File: config.mk
export PLATFORM = sky130hd
export DESIGN_NAME = alu_cmd_sequencer
export DESIGN_NICKNAME = d
export VERILOG_FILES = /design/src/rtl/alu_pkg.sv /design/src/rtl/alu_cmd_fifo.sv /design/src/rtl/alu_cmd_sequencer.sv
export SDC_FILE = /design/constraint.sdc
export NUM_CORES = 1
export LEC_CHECK = 0
export BUFFER_PORTS_ARGS = -buffer_cell sky130_fd_sc_hd__buf_2
export CORE_ASPECT_RATIO = 0.5
export CORE_UTILIZATION = 54
export CTS_BUF_LIST = sky130_fd_sc_hd__clkbuf_4 sky130_fd_sc_hd__clkbuf_8
export DETAILED_ROUTE_END_ITERATION = 8
export HOLD_SLACK_MARGIN = 0.08
export PLACE_DENSITY = 0.79
export SYNTH_ARGS = -nofsm -noshare
export SYNTH_HDL_FRONTEND = slang
export SYNTH_SLANG_ARGS = --single-unit
File: constraint.sdc
create_clock -name clk -period 6.4 [get_ports clk]
set_clock_uncertainty 0.05 [all_clocks]
set_input_delay 0.32 -clock clk [delete_from_list [all_inputs] [get_ports clk]]
set_output_delay 0.32 -clock clk [all_outputs]
set_load 0.005 [all_outputs]
File: src/rtl/alu_pkg.sv
// alu_pkg: opcodes, flag bit positions, precision modes and the queued command record for the alu issue path.
package alu_pkg;
  localparam logic [2:0] OP_ADD = 3'b000;
  localparam logic [2:0] OP_SUB = 3'b001;
  localparam logic [2:0] OP_MUL = 3'b010;
  localparam logic [2:0] OP_DIV = 3'b011;
  localparam int FLG_INV = 4;
  localparam int FLG_DZ = 3;
  localparam int FLG_OF = 2;
  localparam int FLG_UF = 1;
  localparam int FLG_NX = 0;
  localparam logic MODE_SP = 1'b1;
  localparam logic MODE_HP = 1'b0;
  // Widest tag a sequencer instance may use; narrower tags are zero-extended into the record.
  localparam int TAG_MAX_W = 16;
  typedef struct packed {
    logic [31:0] op_a;
    logic [31:0] op_b;
    logic [2:0] op_code;
    logic mode_fp;
    logic round_mode;
    logic [TAG_MAX_W-1:0] tag;
  } alu_cmd_t;
endpackage

File: src/rtl/alu_cmd_fifo.sv
// alu_cmd_fifo: synchronous FIFO with occupancy output; the owner never pushes when full or pops when empty.
module alu_cmd_fifo #(
  parameter int DEPTH = 4,
  parameter int W = 8
) (
  input  logic clk,
  input  logic rst,
  input  logic push,
  input  logic pop,
  input  logic [W-1:0] din,
  output logic [W-1:0] dout,
  output logic [$clog2(DEPTH):0] level
);
  localparam int AW = $clog2(DEPTH);
  localparam int LW = AW + 1;
  logic [W-1:0] mem [DEPTH];
  logic [AW-1:0] wp, rp;
  assign dout = mem[rp];
  always_ff @(posedge clk)
    if (push) mem[wp] <= din;
  always_ff @(posedge clk or posedge rst)
    if (rst) begin
      wp <= '0;
      rp <= '0;
      level <= '0;
    end else begin
      wp <= wp + AW'(push);
      rp <= rp + AW'(pop);
      level <= level + LW'(push) - LW'(pop);
    end
endmodule

File: src/rtl/alu_cmd_sequencer.sv
// alu_cmd_sequencer: queues alu commands, runs the level-held start/valid_out handshake one op at a time
// and returns tagged results through a single-entry response slot, with sticky flags and a watchdog.
module alu_cmd_sequencer
  import alu_pkg::*;
#(
  parameter int DEPTH = 4,
  parameter int TAG_W = 4,
  parameter int TIMEOUT = 1024
) (
  input  logic clk,
  input  logic rst,
  input  logic cmd_valid,
  output logic cmd_ready,
  input  logic [31:0] cmd_op_a,
  input  logic [31:0] cmd_op_b,
  input  logic [2:0] cmd_op_code,
  input  logic cmd_mode_fp,
  input  logic cmd_round_mode,
  input  logic [TAG_W-1:0] cmd_tag,
  output logic [31:0] alu_op_a,
  output logic [31:0] alu_op_b,
  output logic [2:0] alu_op_code,
  output logic alu_mode_fp,
  output logic alu_round_mode,
  output logic alu_start,
  input  logic [31:0] alu_result,
  input  logic alu_valid_out,
  input  logic [4:0] alu_flags,
  output logic rsp_valid,
  input  logic rsp_ready,
  output logic [31:0] rsp_result,
  output logic [4:0] rsp_flags,
  output logic [TAG_W-1:0] rsp_tag,
  output logic rsp_timeout,
  output logic [4:0] sticky_flags,
  input  logic flags_clear,
  output logic [$clog2(DEPTH):0] fifo_level
);
  localparam int LW = $clog2(DEPTH) + 1;
  localparam int CW = $clog2(TIMEOUT);
  typedef enum logic [1:0] {IDLE, ISSUE, WAIT_DROP} state_t;
  state_t state, state_n;
  alu_cmd_t cmd_in, head, cur;
  logic [CW-1:0] cnt;
  logic push, pop, load, timed_out;
  logic [31:0] new_result;
  logic [4:0] new_flags;
  // Half-precision operands are cleaned on entry so the alu never sees stale upper bits.
  assign cmd_in = '{
    op_a: cmd_mode_fp == MODE_SP ? cmd_op_a : {16'h0, cmd_op_a[15:0]},
    op_b: cmd_mode_fp == MODE_SP ? cmd_op_b : {16'h0, cmd_op_b[15:0]},
    op_code: cmd_op_code,
    mode_fp: cmd_mode_fp,
    round_mode: cmd_round_mode,
    tag: TAG_MAX_W'(cmd_tag)
  };
  assign cmd_ready = fifo_level != LW'(DEPTH);
  assign push = cmd_valid && cmd_ready;
  assign alu_op_a = cur.op_a;
  assign alu_op_b = cur.op_b;
  assign alu_op_code = cur.op_code;
  assign alu_mode_fp = cur.mode_fp;
  assign alu_round_mode = cur.round_mode;
  alu_cmd_fifo #(.DEPTH(DEPTH), .W($bits(alu_cmd_t))) u_fifo (
    .clk(clk),
    .rst(rst),
    .push(push),
    .pop(pop),
    .din(cmd_in),
    .dout(head),
    .level(fifo_level)
  );
  // Issue only when the response slot is free or draining now, so a completion always has room.
  always_comb begin
    pop = state == IDLE && fifo_level != '0 && (!rsp_valid || rsp_ready);
    timed_out = state == ISSUE && !alu_valid_out && cnt == CW'(TIMEOUT - 1);
    load = (state == ISSUE && alu_valid_out) || timed_out;
    state_n = pop ? ISSUE : load ? WAIT_DROP : (state == WAIT_DROP && !alu_valid_out) ? IDLE : state;
    new_flags = timed_out ? 5'b10000 : alu_flags;
    new_result = timed_out ? 32'h0 : cur.mode_fp == MODE_SP ? alu_result : {16'h0, alu_result[15:0]};
  end
  always_ff @(posedge clk or posedge rst)
    if (rst) begin
      state <= IDLE;
      cur <= '0;
      alu_start <= 1'b0;
      cnt <= '0;
      rsp_valid <= 1'b0;
      rsp_result <= '0;
      rsp_flags <= '0;
      rsp_tag <= '0;
      rsp_timeout <= 1'b0;
      sticky_flags <= '0;
    end else begin
      state <= state_n;
      alu_start <= state_n == ISSUE;
      cnt <= state == ISSUE ? cnt + CW'(1) : '0;
      if (pop) cur <= head;
      if (load) begin
        rsp_valid <= 1'b1;
        rsp_result <= new_result;
        rsp_flags <= new_flags;
        rsp_tag <= TAG_W'(cur.tag);
        rsp_timeout <= timed_out;
      end else if (rsp_ready) rsp_valid <= 1'b0;
      sticky_flags <= (flags_clear ? 5'h0 : sticky_flags) | (load ? new_flags : 5'h0);
    end
endmodule

# Word level (Yosys, flattened, before mapping)
# Memory sizes are Yosys's and may differ from the RTL's. A register that Yosys moved wholly into a read port is not among the register bits.
# Index checks and enable logic that the tools add are counted.
# Widths: inputs -> output; s select.
# classes
mux	15
reduce_logical	14
add_sub_neg	5
n_bitwise	1
n_eq_ne	5
# ops
op	count
$mux 32	4
$mux 5	3
$add 10x1->10 const B	1
$eq 10x10->1 const B	1
$mux 10	1
$logic_and 1x1->1	7
$mux 2	3
$or 5x5->5	1
$add 2x1->2	2
$eq 2x1->1 const B	2
$mux 1	4
$add 3x1->3	1
$ne 3x3->1 const B	1
$reduce_bool 3->1	1
$sub 3x1->3	1
$eq 2x2->1 const B	1
$logic_not 1->1	2
$logic_not 2->1	1
$logic_or 1x1->1	2
$reduce_bool 2->1	1
# word_totals
ram_bits	292
inputBits	116
reg_bits	68
wordCells	53
n_memories	1
out_inout_bits	122
# memory_table
name	words	width	read_ports	rd_ports_with_merged_regs	write_ports	line_no	source
u_fifo.mem	4	73	1	1	1	alu_cmd_fifo.sv:16	logic [W-1:0] mem [DEPTH];

# Longest topological paths before layout
# depth
ltp_word	7
depth_mapped	11
mapped_depth_nobuf	8

# Cells and area by module
# From an unflattened synthesis, not the netlist that was laid out.
# hier_totals
cells_unflattened	998
area_unflattened_um2	18778.0
# by_module_without_submodules
module	instances	cells_per_inst	area_per_inst_um2
alu_cmd_fifo	1	469	12655.9
alu_cmd_sequencer	1	529	6122.1

# Worst setup path after synthesis
# Ideal clock, no wire load.
# synth_path
kind	reg-to-reg
startpoint	register u_fifo.level[2]
endpoint	memory u_fifo.mem[1][0] in the netlist's numbering (enable)
path_slack_ps	-312
period_less_slack_ps	6712
path_stages_with_launch	4
arrival_ps	6053
path_cell_list	dfrtp_1 or3b_2 nand2_1 nor3b_1
# synth_via
elab_chain_cells	4
# synth_lines
item	line_no	source
from (decl)	alu_cmd_fifo.sv:12	output logic [$clog2(DEPTH):0] level
from (signal assigned)	alu_cmd_fifo.sv:29	level <= level + LW'(push) - LW'(pop);
$ne 3x3->1	alu_cmd_sequencer.sv:57	assign cmd_ready = fifo_level != LW'(DEPTH);
named net cmd_ready	alu_cmd_sequencer.sv:13	output logic cmd_ready,
$logic_and 1x1->1	alu_cmd_sequencer.sv:58	assign push = cmd_valid && cmd_ready;
$mux 1	alu_cmd_fifo.sv:20	if (push) mem[wp] <= din;
$mux 1 (implied by the code)	alu_cmd_fifo.sv:20	
to (decl)	alu_cmd_fifo.sv:16	
# The timed path passes the listed nets, and every way through them passes these cells.

# Worst setup path after layout
# layout_path
startpoint	register state[1]
endpoint	register u_fifo.level[2]
# layout_via
elab_chain_cells	4
# layout_lines
item	line_no	source
from (decl)	alu_cmd_sequencer.sv:42	state_t state, state_n;
from (signal assigned)	alu_cmd_sequencer.sv:95	state <= state_n;
$logic_not 2->1	alu_cmd_sequencer.sv:75	pop = state == IDLE && fifo_level != '0 && (!rsp_valid || rsp_ready);
$logic_and 1x1->1 (2 in series)	alu_cmd_sequencer.sv:75	
$sub 3x1->3	alu_cmd_fifo.sv:29	
# Every way passes these cells.
# A chain may end at the register's enable or synchronous reset.

==> reports/metrics.csv <==
stage;metric;value;unit
worst_setup_path;crit_path_frequent_cell;xnor2_1;
drt;drt-initial-drc-count;693;
placement;port_buffers;237;
clock_network;cts_tree;done;
synth;synth_ff_type;edfxtp_1;
drt;ant_nets;0;
power;p_per_area;435;nW/um2
clock_network;clock_path_buffers;3;
synth;synth_edf_count;292;
timing;timing.fmax;336;MHz
global_routing;grt_first_pass_wirelength;53000;um
worst_setup_path;worstPathCellList;nor2_1, and3_4, buf_4, nor2b_1, fa_1, xnor2_1, xnor2_1;
placement;gp_congestion;0.801;
power;power.leakage;7.90;nW
synth;syn_area_per_cell;17.9;um2
clock_network;clock-sinks;433;
clock_network;hold_buffers;115;
power;p_seq_share;47.9;%
finish;fin_cells;1728;
placement;dp_cells;1507;
finish;seq_area;12300;um2
drt;drt_wl_total;34200;um
drt;drc_errors;0;
timing;relSlewSlack;17.3;%
clock_network;cts_setup_buffers;0;
worst_setup_path;worstSetupEndpointType;flop;
hold_path;hp-class;in -> reg;
timing;finalCritPeriodShare;46.4;%
synth;synth_cells;950;
die;dieHeight;128;um
timing;worst_pin_slew;1.24;ns
die;pin_count;238;
finish;layout.nets;1378;
die;num_rows;45;
power;comb_power_share;28.5;%
timing;setup_viol;0;
timing;finalSetupTns;0;ns
timing;slew_violations;0;
clock_network;clk_pin_slew;0.07;ns
worst_setup_path;critical_path_arrival;3.44;ns
synth;postSynth.asyncResetShare;32.6;%
power;p_switching;0.00259;W
clock_network;cts_buffers;57;
placement;post-place-ws;3.44;ns
clock_network;htreeDepth;2;
worst_setup_path;cp.required;6.87;ns
worst_setup_path;slowest_delay;0.68;ns
worst_setup_path;cp_max_fo;41;
flow_run;cap_violations;0;
power;clockPowerShare;23.6;%
clock_network;ctsResizeCount;0;
placement;place_hpwl;19100;um
power;p_int;0.00631;W
global_routing;antenna_found_initial;1;
die;start_util;55.5;%
finish;drive_gt1_share;39.0;%
synth;synth-seq-cells;433;
finish;nFillCells;1939;
global_routing;globalRouteTotalUtil;21.4;%
synth;synth.cell_area;17000;um2
synth;yosys_warnings;0;
drt;wl_per_cell;19.8;um
worst_setup_path;crit_type;reg -> reg;
worst_setup_path;crit_slowest_cell;buf_4;
clock_network;clk_latency;0.61;ns
worst_setup_path;path_buf_inv;1;
power;vdd_drop_max;0.248;mV
synth;syn_nets;1070;
global_routing;grt_max_degree;77;
die;die_w;253;um
outcome;outcome;complete, no violations;
synth;post_synth_num_cell_types;44;
global_routing;grt_pass1_vias;9829;
timing;rsz0062_at_grt;no;
power;swShare;29.1;%
worst_setup_path;cp-start-kind;flop;
die;dieArea;32300;um2
finish;area_growth;20.2;%
worst_setup_path;cpLargestDelayFamily;simple AND/OR/NAND/NOR gates;
die;core;30700;um2
drt;via_per_inst;5.44;
finish;multiInputGateArea;4000;um2
clock_network;root_buffer;clkbuf_8;
power;power;0.00890;W
drt;vias;9398;
synth;ys_seq_area_share;72.2;%
global_routing;gr-total-overflow;0;
timing;finalHoldViolCount;0;
drt;dr.pass1.iters;6;
timing;setup_slack;3.43;ns
timing;period_needed;2.97;ns
==> worst min-delay path, stage by stage <==
cell,delay [ns]
buf_2,0.21
nor2_1,0.13
a21oi_1,0.08
==> cell usage in the layout (no fill, tap or decap), drive strengths merged, types with 2 or more instances in the layout <==
cell type / instances
o21ai: 12
nand2b: 6
or3: 3
nor3: 2
a221o: 2
a221oi: 4
ha: 3
buf: 250
mux2: 74
nand3b: 2
dfrtp: 141
nor2: 6
nor3b: 2
nand3: 26
a22oi: 4
o211ai: 4
a22o: 4
nand4: 4
and2: 34
clkbuf: 96
a21o: 2
or3b: 2
and3: 3
a21oi: 39
xor2: 4
nand2: 55
inv: 9
mux4: 73
nor2b: 7
edfxtp: 292
dlygate4sd3: 115
clkinv: 6
and4: 2
and4b: 4
o31ai: 2
xnor2: 4
==> power by group through the flow <==
stage | Combinational (W) | Sequential [W] | Clock (W)
global route | 0.00275 | 0.00435 | 0.00226
global placement | 0.00244 | 0.00426 | 0
detailed placement | 0.00250 | 0.00431 | 0
floorplan | 0.00208 | 0.00416 | 0
CTS | 0.00257 | 0.00426 | 0.00215
finish | 0.00254 | 0.00426 | 0.00210
==> through the flow <==
step / hold slack (ns) / area [um2] / util [%]
finish: 0.133 / 20500 / 66.7
global route: 0.133 / 20500 / 66.7
CTS: 0.0916 / 20500 / 66.7
detailed placement: 0.424 / 18100 / 59.1
global placement: 0.408 / 18100 / 59.1
floorplan: 0.369 / 17000 / -
==> sequential cells by signal (all words and copies together), names as in the netlist <==
register / flops
alu_start: 1
cur: 4
alu_round_mode: 1
rsp_timeout: 1
alu_mode_fp: 1
u_fifo.wp: 2
u_fifo.rp: 2
rsp_valid: 1
rsp_flags: 5
rsp_tag: 4
rsp_result: 32
cnt: 10
sticky_flags: 5
alu_op_b: 32
u_fifo.level: 3
alu_op_a: 32
alu_op_code: 3
state: 2
u_fifo.mem: 292
==> cell type report <==
class | count | area share (%)
Clock inverter | 9 | 0.361
Clock buffer | 96 | 5.38
Timing Repair Buffer | 365 | 11.9
Sequential cell | 433 | 60.1
Antenna cell | 1 | 0.0122
Inverter | 7 | 0.153
Multi-Input combinational cell | 394 | 19.5
Tap cell | 423 | 2.58
==> routing by layer <==
layer / wire [um] / global-route usage (%)
met1: 13500 / 26.8
met5: 0 / 0
met4: 854 / 7.31
met2: 17900 / 37.5
met3: 1880 / 4.60
==> kinds of logic after synthesis <==
logic type      count (synthesis)  synth area share, %
flops                         433                 72.2
mux                           147                 14.9
buf+inv                       123                 4.52
simple gates                  161                 5.10
compound gates                 74                 2.59
fa+ha+maj                       4                0.338
xor+xnor                        8                0.411
==> synth_stat cells (3+ instances only) <==
| library cell | n | area (um2) |
|---|---|---|
| a221oi_1 | 4 | 35.0 |
| a22o_1 | 4 | 35.0 |
| xor2_1 | 4 | 35.0 |
| and4b_1 | 4 | 40.0 |
| nand3_1 | 26 | 130 |
| or3_1 | 3 | 18.8 |
| o21ai_0 | 12 | 60.1 |
| nand2_1 | 55 | 206 |
| ha_1 | 3 | 37.5 |
| buf_4 | 67 | 503 |
| buf_6 | 3 | 33.8 |
| dfrtp_1 | 141 | 3530 |
| nor2b_1 | 7 | 43.8 |
| mux2_4 | 15 | 225 |
| nor2_1 | 6 | 22.5 |
| mux2_2 | 59 | 664 |
| inv_1 | 7 | 26.3 |
| nand4_1 | 4 | 25.0 |
| buf_2 | 18 | 90.1 |
| o211ai_1 | 4 | 30.0 |
| nand2b_1 | 6 | 37.5 |
| and3_1 | 3 | 18.8 |
| a21oi_1 | 39 | 195 |
| clkbuf_1 | 25 | 93.8 |
| mux4_2 | 73 | 1640 |
| xnor2_1 | 4 | 35.0 |
| and2_1 | 34 | 213 |
| a22oi_1 | 4 | 30.0 |
| edfxtp_1 | 292 | 8770 |
==> worst paths after layout <==
path                                         start                          to  slack, ns  depth (start not counted)
min reg2reg                rsp_timeout$_DFFE_PP0P_     rsp_timeout$_DFFE_PP0P_       0.43                          1
max                             state[1]$_DFF_PP0_   u_fifo.level[2]$_DFF_PP0_       3.43                          7
min                                  alu_valid_out          state[1]$_DFF_PP0_       0.13                          3
max reg2reg                     state[1]$_DFF_PP0_   u_fifo.level[2]$_DFF_PP0_       3.43                          7
min in group asynchronous                      rst  alu_op_code[2]$_DFFE_PP0P_       0.34                          3
max in group asynchronous                      rst      u_fifo.rp[1]$_DFF_PP0_       4.47                          4
Note: power is estimated with default switching activity, not from simulation.
